## src/rtl/fetch_pkg.sv

```systemverilog
// Shared constants and redirect-source encoding for the fetch unit.
package fetch_pkg;
  localparam int XLEN = 32;
  localparam logic [XLEN-1:0] NOP = 32'h0000_0000;

  typedef enum logic [2:0] {EXCRET, EXC, JMP, BR, NONE} redirect_src_e;
endpackage

```

## src/rtl/fetch_fifo.sv

```systemverilog
// Synchronous FIFO with flush and occupancy count. A push while full is
// accepted only when a pop happens in the same cycle.
module fetch_fifo #(
  parameter int DEPTH = 4,
  parameter int WIDTH = 64
) (
  input  logic                   clk,
  input  logic                   rst,
  input  logic                   flush,
  input  logic                   push,
  input  logic [WIDTH-1:0]       push_data,
  input  logic                   pop,
  output logic [WIDTH-1:0]       head,
  output logic [$clog2(DEPTH):0] count
);
  localparam int AW = $clog2(DEPTH);
  localparam logic [AW:0] FULL = (AW+1)'(DEPTH);

  logic [WIDTH-1:0] mem [DEPTH];
  logic [AW-1:0]    rd_ptr;
  logic [AW-1:0]    wr_ptr;
  logic             do_push;
  logic             do_pop;

  assign do_pop  = pop && (count != '0);
  assign do_push = push && ((count != FULL) || do_pop);
  assign head    = mem[rd_ptr];

  // Flush shares the reset path so a flushed entry can never reappear at the head.
  always_ff @(posedge clk) begin
    if (rst || flush) begin
      rd_ptr <= '0;
      wr_ptr <= '0;
      count  <= '0;
    end else begin
      if (do_push) wr_ptr <= wr_ptr + AW'(1);
      if (do_pop)  rd_ptr <= rd_ptr + AW'(1);
      case ({do_push, do_pop})
        2'b10:   count <= count + (AW+1)'(1);
        2'b01:   count <= count - (AW+1)'(1);
        default: ;
      endcase
    end
  end

  always_ff @(posedge clk) begin
    if (do_push) mem[wr_ptr] <= push_data;
  end
endmodule

```

## src/rtl/fetch_unit.sv

```systemverilog
// Fetch unit: PC register, redirect priority, credit-limited imem requests and
// a {pc,inst} FIFO for decode. Define FETCH_PERF_EN to add performance counters.
module fetch_unit
  import fetch_pkg::*;
#(
  parameter int              DEPTH    = 4,
  parameter logic [XLEN-1:0] RESET_PC = 32'h0000_0000,
  parameter logic [XLEN-1:0] EXC_VEC  = 32'h0000_0000
) (
  input  logic            clk,
  input  logic            rst,
  input  logic            eret,
  input  logic [XLEN-1:0] epc,
  input  logic            exception,
  input  logic            jmp,
  input  logic            branch,
  input  logic            taken,
  input  logic [XLEN-1:0] br_pc,
  input  logic [25:0]     target,
  input  logic [15:0]     imm,
  output logic            req_valid,
  input  logic            req_ready,
  output logic [XLEN-1:0] req_addr,
  input  logic            rsp_valid,
  input  logic [XLEN-1:0] rsp_data,
  output logic            inst_valid,
  input  logic            inst_ready,
  output logic [XLEN-1:0] inst_pc,
  output logic [XLEN-1:0] inst_data,
  output logic            redirect
`ifdef FETCH_PERF_EN
  ,
  output logic [31:0]     perf_fetched,
  output logic [31:0]     perf_dropped,
  output logic [31:0]     perf_stall
`endif
);
  localparam int CW = $clog2(DEPTH) + 1;
  localparam int DW = 16;

  redirect_src_e src;
  logic          redirect_in;
  logic [29:0]   pc_w;
  logic [29:0]   next_pc_w;
  logic [29:0]   tag_head;
  logic [CW-1:0] fifo_count;
  logic [CW-1:0] tag_count;
  logic [DW-1:0] discard;
  logic [63:0]   fifo_head;
  logic          accept;
  logic          rsp_live;
  logic          rsp_drop;
  logic          push_live;
  logic          unused_low;

  assign unused_low = ^{epc[1:0], br_pc[1:0]};

  always_comb begin
    src = NONE;
    if (eret)                 src = EXCRET;
    else if (exception)       src = EXC;
    else if (jmp)             src = JMP;
    else if (branch && taken) src = BR;
  end

  // All PC arithmetic is on word addresses, so wrap at 2^30 words is implicit.
  always_comb begin
    next_pc_w = pc_w;
    case (src)
      EXCRET:  next_pc_w = epc[31:2];
      EXC:     next_pc_w = EXC_VEC[31:2];
      JMP:     next_pc_w = {br_pc[31:28], target};
      BR:      next_pc_w = br_pc[31:2] + 30'd1 + {{14{imm[15]}}, imm};
      default: next_pc_w = pc_w;
    endcase
  end

  assign redirect_in = (src != NONE);
  assign req_valid   = !rst && !redirect_in &&
                       (({1'b0, fifo_count} + {1'b0, tag_count}) < (CW+1)'(DEPTH));
  assign req_addr    = {pc_w, 2'b00};
  assign accept      = req_valid && req_ready;

  // The tag queue holds only live requests, so its occupancy is the outstanding count.
  assign rsp_drop  = rsp_valid && (discard != '0);
  assign rsp_live  = rsp_valid && (discard == '0);
  assign push_live = rsp_live && !redirect_in;

  fetch_fifo #(.DEPTH(DEPTH), .WIDTH(30)) u_tag_q (
    .clk       (clk),
    .rst       (rst),
    .flush     (redirect_in),
    .push      (accept),
    .push_data (pc_w),
    .pop       (rsp_live),
    .head      (tag_head),
    .count     (tag_count)
  );

  fetch_fifo #(.DEPTH(DEPTH), .WIDTH(64)) u_data_q (
    .clk       (clk),
    .rst       (rst),
    .flush     (redirect_in),
    .push      (push_live),
    .push_data ({tag_head, 2'b00, rsp_data}),
    .pop       (inst_ready),
    .head      (fifo_head),
    .count     (fifo_count)
  );

  assign inst_valid = (fifo_count != '0);
  assign inst_pc    = fifo_head[63:32];
  assign inst_data  = fifo_head[31:0];

  always_ff @(posedge clk) begin
    if (rst) begin
      pc_w     <= RESET_PC[31:2];
      redirect <= 1'b0;
    end else begin
      redirect <= redirect_in;
      if (redirect_in)  pc_w <= next_pc_w;
      else if (accept)  pc_w <= pc_w + 30'd1;
    end
  end

  // On redirect every still-outstanding old-path response becomes a future drop.
  always_ff @(posedge clk) begin
    if (rst)              discard <= '0;
    else if (redirect_in) discard <= discard - DW'(rsp_drop) + DW'(tag_count) - DW'(rsp_live);
    else if (rsp_drop)    discard <= discard - DW'(1);
  end

`ifdef FETCH_PERF_EN
  always_ff @(posedge clk) begin
    if (rst) begin
      perf_fetched <= '0;
      perf_dropped <= '0;
      perf_stall   <= '0;
    end else begin
      if (push_live && (perf_fetched != '1))
        perf_fetched <= perf_fetched + 32'd1;
      if (rsp_valid && !push_live && (perf_dropped != '1))
        perf_dropped <= perf_dropped + 32'd1;
      if (inst_ready && !inst_valid && (perf_stall != '1))
        perf_stall <= perf_stall + 32'd1;
    end
  end
`endif
endmodule

```

## config.mk

```make
export PLATFORM = sky130hd
export DESIGN_NAME = fetch_unit
export DESIGN_NICKNAME = d
export VERILOG_FILES = /design/src/rtl/fetch_pkg.sv /design/src/rtl/fetch_fifo.sv /design/src/rtl/fetch_unit.sv
export SDC_FILE = /design/constraint.sdc
export NUM_CORES = 1
export LEC_CHECK = 0
export ABC_AREA = 1
export CORE_AREA = 2 2 236 284
export CTS_CLUSTER_DIAMETER = 120
export DETAILED_ROUTE_END_ITERATION = 8
export DIE_AREA = 0 0 238 286
export PLACE_DENSITY_LB_ADDON = 0.05
export SYNTH_ARGS = -nofsm -noshare
export SYNTH_HDL_FRONTEND = slang
export SYNTH_SLANG_ARGS = --single-unit
```

## constraint.sdc

```tcl
create_clock -name clk -period 9.3 [get_ports clk]
set_input_delay 0.93 -clock clk [delete_from_list [all_inputs] [get_ports clk]]
set_output_delay 0.93 -clock clk [all_outputs]
set_load 0.01 [all_outputs]
```

# [Word level (Yosys, flattened, before mapping)]
# Memories as Yosys holds them, arrays and structs flattened. A register that Yosys moved wholly into a read port is not among the register bits.
# Index checks and enable logic that the tools add are counted.
[word_totals] ff_bits=61 ram_bits=368 word_cells=84 n_memories=2
[mem_list] name="u_data_q.mem" words=4 word_bits=62 rd=1 rd_ports_with_merged_regs=1 write_ports=1 line="fetch_fifo.sv:19" source="logic [WIDTH-1:0] mem [DEPTH];"
[mem_list] name="u_tag_q.mem" words=4 word_bits=30 rd=1 rd_ports_with_merged_regs=1 write_ports=1 line="fetch_fifo.sv:19"
[classes] addsub=16 magnitude_cmp=1 eq_ne=11 muxes=19 n_reduce_logical=26
[ops] op="case mux 30 bit (4 select lines)" n=1
[ops] op="adder 30 x 1 -> 30 bit, second input constant" n=2
[ops] op="2-to-1 mux 30 bit" n=2
[ops] op="2-to-1 mux 16 bit" n=2
[ops] op="subtractor 16 x 1 -> 16 bit" n=2
[ops] op="adder 30 bit" n=1
[ops] op="adder 16 x 3 -> 16 bit" n=1
[ops] op="logical NOT 16 bit" n=1
[ops] op="nonzero test 16 bit" n=1
[ops] op="subtractor 16 x 1 -> 16 bit, second input constant" n=1
[ops] op="2-to-1 mux 3 bit" n=4
[ops] op="case mux 3 bit (2 select lines)" n=2
[ops] op="logical AND 1 bit" n=11
[ops] op="!= test 3 bit, second input constant" n=3
[ops] op="adder 2 x 1 -> 2 bit, second input constant" n=4
[ops] op="2-to-1 mux 2 bit" n=4
[ops] op="nonzero test 2 bit" n=4
[ops] op="adder 3 x 1 -> 3 bit, second input constant" n=2
[ops] op="== test 3 x 2 -> 1 bit, second input constant" n=2
[ops] op="nonzero test 3 bit" n=2
[ops] op="subtractor 3 x 1 -> 3 bit, second input constant" n=2
[ops] op="!= test 5 x 1 -> 1 bit, second input constant" n=1
[ops] op="adder 3 x 3 -> 4 bit" n=1
[ops] op="== test 2 x 1 -> 1 bit, second input constant" n=2
[ops] op="8 further kinds" n=15

# [Depth between registers and ports, before layout]
# Gate-level depths: netlist of the first run.
[depth] depth_word=13 mapped_depth=17

# [By module]
# A second synthesis of the first run with hierarchy kept.
[hier_totals] cells_unflattened=2185 area_unflattened_um2=21501.9
[modules_own_cells] module="fetch_fifo at u_data_q" instances=1 cells_per_inst=684 area_each_um2=9983.3 seq_area_each_um2=7867.5
[modules_own_cells] module="fetch_unit" instances=1 cells_per_inst=1145 area_each_um2=6613.8 seq_area_each_um2=940.9
[modules_own_cells] module="fetch_fifo at u_tag_q" instances=1 cells_per_inst=356 area_each_um2=4904.7 seq_area_each_um2=3783.6

# [Least setup slack after synthesis of the first run]
# No wires, ideal clock.
[synth_timing] path_kind="input to register" startpoint="input eret" endpoint="memory u_data_q.mem[0][0] in the netlist's numbering, enable pin" arrival_ps=4335 t_required_ps=8818 path_slack_ps=4483 path_stages=7 n_path_buf=2 path_cell_list="buf_6 -> nor2_4 -> inv_2 -> nor2_4 -> buf_2 -> nand3_2 -> nor2_1"
[synth_via] elab_chain_cells=7
[synth_rtl] element="start: declaration" line="fetch_unit.sv:12" source="input logic eret,"
[synth_rtl] element="2-to-1 mux 3 bit" line="fetch_unit.sv:60" source="if (eret) src = EXCRET;"
[synth_rtl] element="!= test 3 bit" line="fetch_unit.sv:78" source="assign redirect_in = (src != NONE);"
[synth_rtl] element="logical NOT 1 bit" line="fetch_unit.sv:87" source="assign push_live = rsp_live && !redirect_in;"
[synth_rtl] element="logical AND 1 bit" line="fetch_unit.sv:87"
[synth_rtl] element="logical AND 1 bit" line="fetch_fifo.sv:26" source="assign do_push = push && ((count != FULL) || do_pop);"
[synth_rtl] element="2-to-1 mux 1 bit" line="fetch_fifo.sv:47" source="if (do_push) mem[wr_ptr] <= push_data;"
[synth_rtl] element="2-to-1 mux 1 bit (implied by the code)" line="fetch_fifo.sv:47"
[synth_rtl] element="end: declaration" line="fetch_fifo.sv:19"
# Every way passes these cells.

==> summary.txt, run 1 <==
Max Clock Skew -> 0.0243 ns
DR vias -> 16,600
CP top delay family -> buffers and inverters
Die Y -> 286 µm
GRT Util Overall -> 18.5%
Worst slew pin tran -> 1.06 ns
Post-route ant nets -> 0
Worst path bufs/invs -> 3
Largest area contributor in the netlist -> edfxtp_1
Slew headroom -> 29.0%
RSZ-0062 raised after global routing -> false
WP data arrival -> 3.84 ns
Pleak -> 9.79 nW
Final setup margin -> 4.53 ns
Max frequency -> 210 MHz
Critical path's largest stage delay -> 0.84 ns
CP cell instances -> clkinv_2 > buf_4 > o21ai_0 > o22ai_1 > clkdlybuf4s50_1
Synth unique cells -> 53
Die W -> 238 µm
Initial drt markers -> 724
Drt pass-1 iters -> 7
CTS-repair resized insts -> 0
Slowest CP cell -> clkinv_2
CTS buffer count -> 48
Layout area overhead -> 22.2%
Synthesized instance count -> 2,273
Gp weighted congestion -> 0.922
Max clock buf depth -> 3
Avg Cell Area, Syn -> 9.39 µm²
Most instantiated cells after synthesis -> nand2_1 (417), edfxtp_1 (368), nor2_1 (321), o21ai_0 (266), inv_1 (219)
Outcome -> complete, no violations
Clk pwr share -> 35.9%
Initial antenna violation count -> 0
H-tree levels -> 2
Drt wl/cell -> 18.9 µm
Port Buffers -> 238
Reg2reg path depth -> 9
Sw frac -> 29.1%
Post-CTS Hold Buffers -> 0
P per Cell Area -> 192 nW/µm²
Final Max Slew Viols -> 0
First-pass GRT wire length -> 97,100 µm
Total power -> 5.01 mW
Root Driver -> clkbuf_16
Vias in the first global route -> 16,600
EDFF count, synth -> 368
Post-DR vias/cell -> 4.92
Max IR drop VDD -> 0.144 mV
Crit path depth -> 5
Initial core utilization -> 32.6%
CTS tree -> done
Floorplan core area -> 65,500 µm²
N_diodes -> 0
Int Pwr -> 3.55 mW
Io pins -> 247
Asr flop ratio synth -> 0%
TritonCTS Sinks -> 433
Detailed Route WL -> 63,600 µm
Combinational share of power -> 20.1%
Pre-CTS setup slack -> 4.47 ns
Total gr overflow -> 0
Worst setup SP type -> flop
Ys flop type -> edfxtp_1
Critical Path RT -> 8.37 ns
Total Die Area -> 68,100 µm²
Setup TNS -> 0 ns
Worst-Skew Late Latency -> 0.59 ns
Top cells by area, synth -> edfxtp_1 (52%), nand2_1 (7.3%), o21ai_0 (6.2%)
Sequential Power Share -> 44.1%
WHS Path Cells -> 2
Layout cell share with drive strength beyond 1 -> 5.07%
Critical Path End Type -> primary output
Max-cap violations -> 0
Hold Fails Final Rpt -> 0
Net Sw Power -> 1.46 mW
Crit path kind -> flop to primary output
Pin count of the biggest net entering global routing -> 69
YS warnings -> 0
Count leader, synth -> nand2_1
Yosys reg bits -> 433
Setup repair bufs after CTS -> 0
WHS -> 0.457 ns
Final worst path period need -> 4.77 ns
DP Wirelength -> 43,300 µm
Yosys top cell area share -> 51.8%
Fin crit share -> 51.3%
Cell area after synthesis -> 21,300 µm²
Min-delay worst type -> flop to flop
Nets@finish -> 2,721
FP Rows -> 103
Fillers -> 6,501
Final setup vio count -> 0
Worst Path Max Fanout -> 68
Clock transition at path regs -> 0.06 ns
Register area share after synthesis -> 57.9%
Final routed DRC violation total -> 0
registers in the layout, summed over array words and instances (netlist names), named ones only:
name,flops
u_data_q.mem,248
u_tag_q.mem,120
pc_w,30
discard,16
u_data_q.count,3
u_tag_q.count,3
u_data_q.rd_ptr,2
u_data_q.wr_ptr,2
u_tag_q.rd_ptr,2
u_tag_q.wr_ptr,2
redirect,1
power groups by stage:
stage	registers [mW]	logic (mW)	clock network, mW
3_3_place_gp	2.25	1.01	0
4_1_cts	2.21	1.01	1.86
6_report	2.21	1.00	1.80
3_5_place_dp	2.25	1.01	0
2_1_floorplan	2.23	0.690	0
5_1_grt	2.21	1.15	1.93
metal layers:
layer  up-vias  part of all wire (%)  wire length (µm)  global-route usage, %
li1       8265                     -                 -                      -
met1      7847                    42             26700                   22.1
met2       353                    51             32400                   34.0
met3        89                   4.7              2980                   3.14
met4         0                   2.5              1580                   5.30
met5         -                     0                 0                      0
cell type report:
type | instances | area (µm²) | area share (%)
sequential | 433 | 12400 | 47.4
multi-input combinational | 1525 | 7810 | 29.9
clock inverter | 26 | 210 | 0.806
clock buffer | 58 | 1260 | 4.83
tap | 840 | 1050 | 4.03
inverter | 226 | 855 | 3.28
timing repair buffer | 258 | 2530 | 9.71
worst paths after layout:
| check | start | to | slack, ns |
|---|---|---|---|
| min reg2reg | u_data_q.rd_ptr[1] | flop | 0.46 |
| min | u_data_q.rd_ptr[1] | flop | 0.46 |
| max reg2reg | discard[1] | u_data_q.mem[3][13] | 5.73 |
| max | flop | inst_pc[21] | 4.53 |
stage by stage:
stage / utilization [%] / instances / cell area (µm²)
after floorplan: - / 2276 / 21400
after global placement: 37.6 / 3282 / 24600
after detailed placement: 37.6 / 3282 / 24600
after CTS: 39.8 / 3366 / 26100
after global routing: 39.8 / 3366 / 26100
final: 39.8 / 3366 / 26100
logic make-up (layout without fill, tap and decap cells):
group | after synthesis | in the layout | synth area share [%]
other | 1 | 4 | 0.0176
buffers and inverters | 318 | 568 | 5.79
adder cells (fa/ha/maj) | 81 | 81 | 4.92
flip-flops | 433 | 433 | 57.9
XOR/XNOR | 19 | 19 | 0.780
AND/OR/NAND/NOR | 913 | 913 | 17.6
AO/OA/AOI/OAI | 508 | 508 | 13.0
tightest hold or removal path, cell delays in order (launching register included):
cell     delay (ns)
dfxtp_1        0.30
inv_1          0.05
a21oi_1        0.06
layout by cell type, fill, tap and decap left out, drive strengths merged, types with 6 or more instances in the layout:
cell type        n
nand2          421
edfxtp         368
nor2           327
o21ai          278
clkdlybuf4s50  238
inv            224
nand3           99
a21oi           98
o22ai           92
ha              76
dfxtp           65
clkbuf          58
nor3            24
clkinv          24
buf             20
nand4           19
or2             13
xor2            12
a31oi            8
xnor2            7
o21bai           6
Note: power is estimated with default switching activity, not from simulation.
==> run 2: changes to the inputs <==
Clock period 9.3 ns to 4.8 ns, I/O delays scaled along.
==> summary.txt, run 2 (synthesis gave the netlist of run 1 again) <==
Busiest grt layer -> met2
Min-delay worst type -> flop to flop
WHS Path Cells -> 2
Final setup vio count -> 0
GRT Util Overall -> 18.4%
RSZ-0062 raised after global routing -> false
Max-cap violations -> 0
Floorplan core area -> 65,500 µm²
Top flop regs -> u_data_q.mem x248, u_tag_q.mem x120, pc_w x30
Post-DR vias/cell -> 4.91
Max clock buf depth -> 3
Commonest non-fill, non-tap cell in the layout -> nand2_1
FP Rows -> 103
Pin count of the biggest net entering global routing -> 78
Critical Path End Type -> primary output
Detailed Route WL -> 63,400 µm
Pleak -> 9.86 nW
Commonest non-fill, non-tap cells in the layout -> nand2_1 (417), edfxtp_1 (368), nor2_1 (312), o21ai_0 (266), clkdlybuf4s50_1 (238)
Total power -> 9.80 mW
Hold Fails Final Rpt -> 0
Layout cell share with drive strength beyond 1 -> 5.60%
P per Cell Area -> 374 nW/µm²
Met1 global-route usage -> 21.5%
Worst-Skew Late Latency -> 0.59 ns
Reg2reg path depth -> 15
Drt pass-1 iters -> 7
Setup TNS -> 0 ns
M2 GR Usage -> 33.6%
Initial core utilization -> 32.6%
Clock transition at path regs -> 0.06 ns
Gp weighted congestion -> 0.922
Crit path kind -> flop to primary output
CTS-repair resized insts -> 0
Final cell count without fillers -> 3,375
Initial drt markers -> 713
Outcome -> complete, no violations
Root Driver -> clkbuf_16
Die Y -> 286 µm
Max Clock Skew -> 0.0258 ns
Die W -> 238 µm
Cell Count Post-Placement -> 3,287
Total gr overflow -> 0
DR vias -> 16,600
Worst slew pin tran -> 1.10 ns
TritonCTS Sinks -> 433
Worst Path Max Fanout -> 77
Total Die Area -> 68,100 µm²
Post-CTS Hold Buffers -> 0
Layout area overhead -> 22.9%
Max frequency -> 256 MHz
Critical Path RT -> 4.32 ns
H-tree levels -> 2
Vias in the first global route -> 16,500
WP data arrival -> 3.42 ns
Final worst path period need -> 3.90 ns
DP Wirelength -> 43,300 µm
Final Max Slew Viols -> 0
Max IR drop VDD -> 0.263 mV
Nets@finish -> 2,725
Fin crit share -> 81.3%
Final routed DRC violation total -> 0
Io pins -> 247
M3 GR Usage -> 3.17%
Multi-input gate area -> 7810 µm²
Fillers -> 6,565
Max reg flops -> 248
Drt wl/cell -> 18.8 µm
Initial antenna violation count -> 0
Worst setup SP type -> flop
CTS buffer count -> 47
Port Buffers -> 238
Slew headroom -> 26.9%
N_diodes -> 0
Setup repair bufs after CTS -> 0
Storage element area -> 12,400 µm²
Post-route ant nets -> 0
First-pass GRT wire length -> 96,400 µm
Most flops, register -> u_data_q.mem
CTS tree -> done
run 2: cell types whose count changed in the layout (fill, tap and decap cells not counted), moves of 2 or more:
cell / change
buf_12: +5
bufinv_16: +2
clkbuf_1: -2
clkbuf_16: -2
clkinv_1: -3
clkinv_2: +6
clkinvlp_4: +3
run 2: stage by stage:
stage                     area (µm²)  utilization, %  hold WS, ns  setup slack, ns
after floorplan                21400               -        0.436            0.421
after detailed placement       24700            37.7        0.453            0.956
after global routing           26200            40.0        0.491            0.609
after global placement         24700            37.7        0.455            0.976
after CTS                      26200            40.0        0.461            0.750
final                          26200            40.0        0.468            0.897
run 2: path summary, 6_finish.rpt:
| kind | startpoint | to | slack [ns] |
|---|---|---|---|
| worst max-delay path | flop | inst_pc[21] | 0.90 |
| worst max register to register | discard[0] | discard[10] | 1.55 |
| worst min-delay path | u_data_q.rd_ptr[1] | flop | 0.47 |
| worst min register to register | u_data_q.rd_ptr[1] | flop | 0.47 |
run 2: critical path, stage by stage, from the launching register on:
cell	delay, ns
dfxtp_4	0.70
buf_4	0.75
o21ai_0	0.21
o22ai_1	0.47
clkdlybuf4s50_1	0.64
run 2: layer usage:
metal  vias to the layer above  part of all wire, %
met2                       352                   50
met5                         -                    0
li1                       8287                    -
met4                         0                  3.5
met3                       106                  4.3
met1                      7839                   42
run 2: where the power goes:
part	leakage, nW	internal, mW	switching [mW]
combinational	5.30	0.750	1.21
sequential	3.82	4.16	0.121
clock	0.739	2.03	1.53
run 2: layout make-up:
cell class | count | area share, %
clock inverter | 34 | 1.19
timing repair buffer | 263 | 10.0
clock buffer | 54 | 4.59
multi-input combinational | 1525 | 29.8
sequential | 433 | 47.1
inverter | 226 | 3.26
tap | 840 | 4.01
==> run 3: changes to the inputs <==
Clock period 4.8 ns to 3.7 ns, I/O delays scaled along.
==> summary.txt, run 3 (synthesis gave the netlist of run 1 again) <==
Worst Path Max Fanout -> 62
Worst setup SP type -> flop
Hold Fails Final Rpt -> 0
Fin crit share -> 83.1%
Max-cap violations -> 0
Nets@finish -> 2,739
Io pins -> 247
Max reg flops -> 248
Initial drt markers -> 725
H-tree levels -> 2
Post-CTS Hold Buffers -> 0
Final Util -> 40.2%
Internal reg-to-reg setup slack -> 0.67 ns
Setup repair bufs after CTS -> 0
Worst-Skew Late Latency -> 0.58 ns
Reg2reg path depth -> 16
N_diodes -> 0
WP data arrival -> 2.71 ns
DR vias -> 16,700
Drt pass-1 iters -> 5
Max clock buf depth -> 3
Post-DR vias/cell -> 4.92
Multi-input gate area -> 7810 µm²
CTS tree -> done
GRT Util Overall -> 18.7%
Final setup vio count -> 0
Vias in the first global route -> 16,900
Die Y -> 286 µm
Critical Path RT -> 3.33 ns
Sw frac -> 28.9%
Layout area overhead -> 23.4%
First-pass GRT wire length -> 98,100 µm
Slew headroom -> 32.3%
TritonCTS Sinks -> 433
Drt wl/cell -> 18.9 µm
FP Rows -> 103
Commonest non-fill, non-tap cell in the layout -> nand2_1
Pin count of the biggest net entering global routing -> 72
Total Die Area -> 68,100 µm²
Worst slew pin tran -> 1.01 ns
Gp weighted congestion -> 0.890
Critical Path End Type -> primary output
Root Driver -> clkbuf_16
Commonest non-fill, non-tap cells in the layout -> nand2_1 (417), edfxtp_1 (368), nor2_1 (312), o21ai_0 (266), clkdlybuf4s50_1 (238)
Most flops, register -> u_data_q.mem
Crit path kind -> flop to primary output
Net Sw Power -> 3.65 mW
Outcome -> complete, no violations
Clock transition at path regs -> 0.06 ns
Pleak -> 9.92 nW
Top flop regs -> u_data_q.mem x248, u_tag_q.mem x120, pc_w x30
Critical path's largest stage delay -> 0.62 ns
P per Cell Area -> 479 nW/µm²
DP Wirelength -> 43,800 µm
Int Pwr -> 8.98 mW
Worst R2R Start -> discard[0]
Min-delay worst type -> input pin to flop
Crit path to -> inst_pc[21]
Sequential Power Share -> 44.0%
CTS buffer count -> 47
Initial core utilization -> 32.6%
Max frequency -> 325 MHz
RSZ-0062 raised after global routing -> false
Final routed DRC violation total -> 0
Storage element area -> 12,400 µm²
Port Buffers -> 238
Final Max Slew Viols -> 0
Layout cell share with drive strength beyond 1 -> 5.73%
Clk pwr share -> 35.7%
Total gr overflow -> 0
Slowest CP cell -> clkdlybuf4s50_1
CP cell instances -> clkinv_1 > buf_4 > o21ai_0 > o22ai_1 > clkdlybuf4s50_1
Post-route ant nets -> 0
Pre-CTS setup slack -> 0.131 ns
Combinational share of power -> 20.3%
Fillers -> 6,556
CTS-repair resized insts -> 0
Max Clock Skew -> 0.0218 ns
Initial antenna violation count -> 0
Final setup margin -> 0.624 ns
Die W -> 238 µm
Final worst path period need -> 3.08 ns
Floorplan core area -> 65,500 µm²
FF-to-FF End -> discard[10]
Max IR drop VDD -> 0.307 mV
Detailed Route WL -> 64,000 µm
-- run 3: stage by stage --
| step | TNS (ns) | total power [mW] | instances | hold slack [ns] | instance area (µm²) |
|---|---|---|---|---|---|
| 3_5_place_dp | 0 | 8.22 | 3301 | 0.474 | 24800 |
| 2_1_floorplan | -168.47 | 7.34 | 2276 | 0.436 | 21400 |
| 3_3_place_gp | 0 | 8.23 | 3301 | 0.463 | 24800 |
| 4_1_cts | 0 | 12.8 | 3388 | 0.372 | 26300 |
| 5_1_grt | 0 | 13.4 | 3388 | 0.391 | 26300 |
| 6_report | 0 | 12.6 | 3388 | 0.398 | 26300 |
-- run 3: final cells by class --
cell class	instances	share of cell area [%]
Inverter	226	3.25
Sequential cell	433	46.9
Clock buffer	64	4.90
Timing Repair Buffer	277	10.5
Tap cell	840	3.99
Clock inverter	23	0.727
Multi-Input combinational cell	1525	29.7
-- run 3: worst min path at each step --
| stage | start | end | slack, ns | cells after the start |
|---|---|---|---|---|
| finish | target[6] | pc_w[6] | 0.40 | 3 |
| global route | target[6] | pc_w[6] | 0.39 | 3 |
| CTS | target[6] | pc_w[6] | 0.37 | 3 |
| detailed placement | u_data_q.rd_ptr[0] | u_data_q.rd_ptr[0] | 0.47 | 1 |
| global placement | u_data_q.rd_ptr[0] | u_data_q.rd_ptr[0] | 0.46 | 1 |
| floorplan | u_data_q.rd_ptr[1] | flop | 0.44 | 2 |
-- run 3: routing by layer --
| metal | vias up | global-route usage (%) | share of wire, % | wire length [µm] |
|---|---|---|---|---|
| met5 | - | 0 | 0 | 0 |
| met4 | 0 | 5.78 | 2.8 | 1820 |
| met3 | 99 | 3.16 | 4.9 | 3110 |
| met2 | 382 | 34.4 | 51 | 32500 |
| met1 | 7902 | 22.2 | 42 | 26600 |
| li1 | 8296 | - | - | - |
-- run 3: worst max-delay path: cells and delay by family (launching register included) --
kind / cells / cell delay (ns)
buffers and inverters: 3 / 1.26
AO/OA/AOI/OAI: 2 / 0.54
flip-flops: 1 / 0.32
-- run 3: power by group through the flow --
stage	clock (mW)	sequential, mW	combinational, mW
floorplan	0	5.60	1.73
global placement	0	5.65	2.57
detailed placement	0	5.66	2.57
CTS	4.67	5.55	2.58
global route	4.87	5.57	2.93
finish	4.51	5.55	2.56
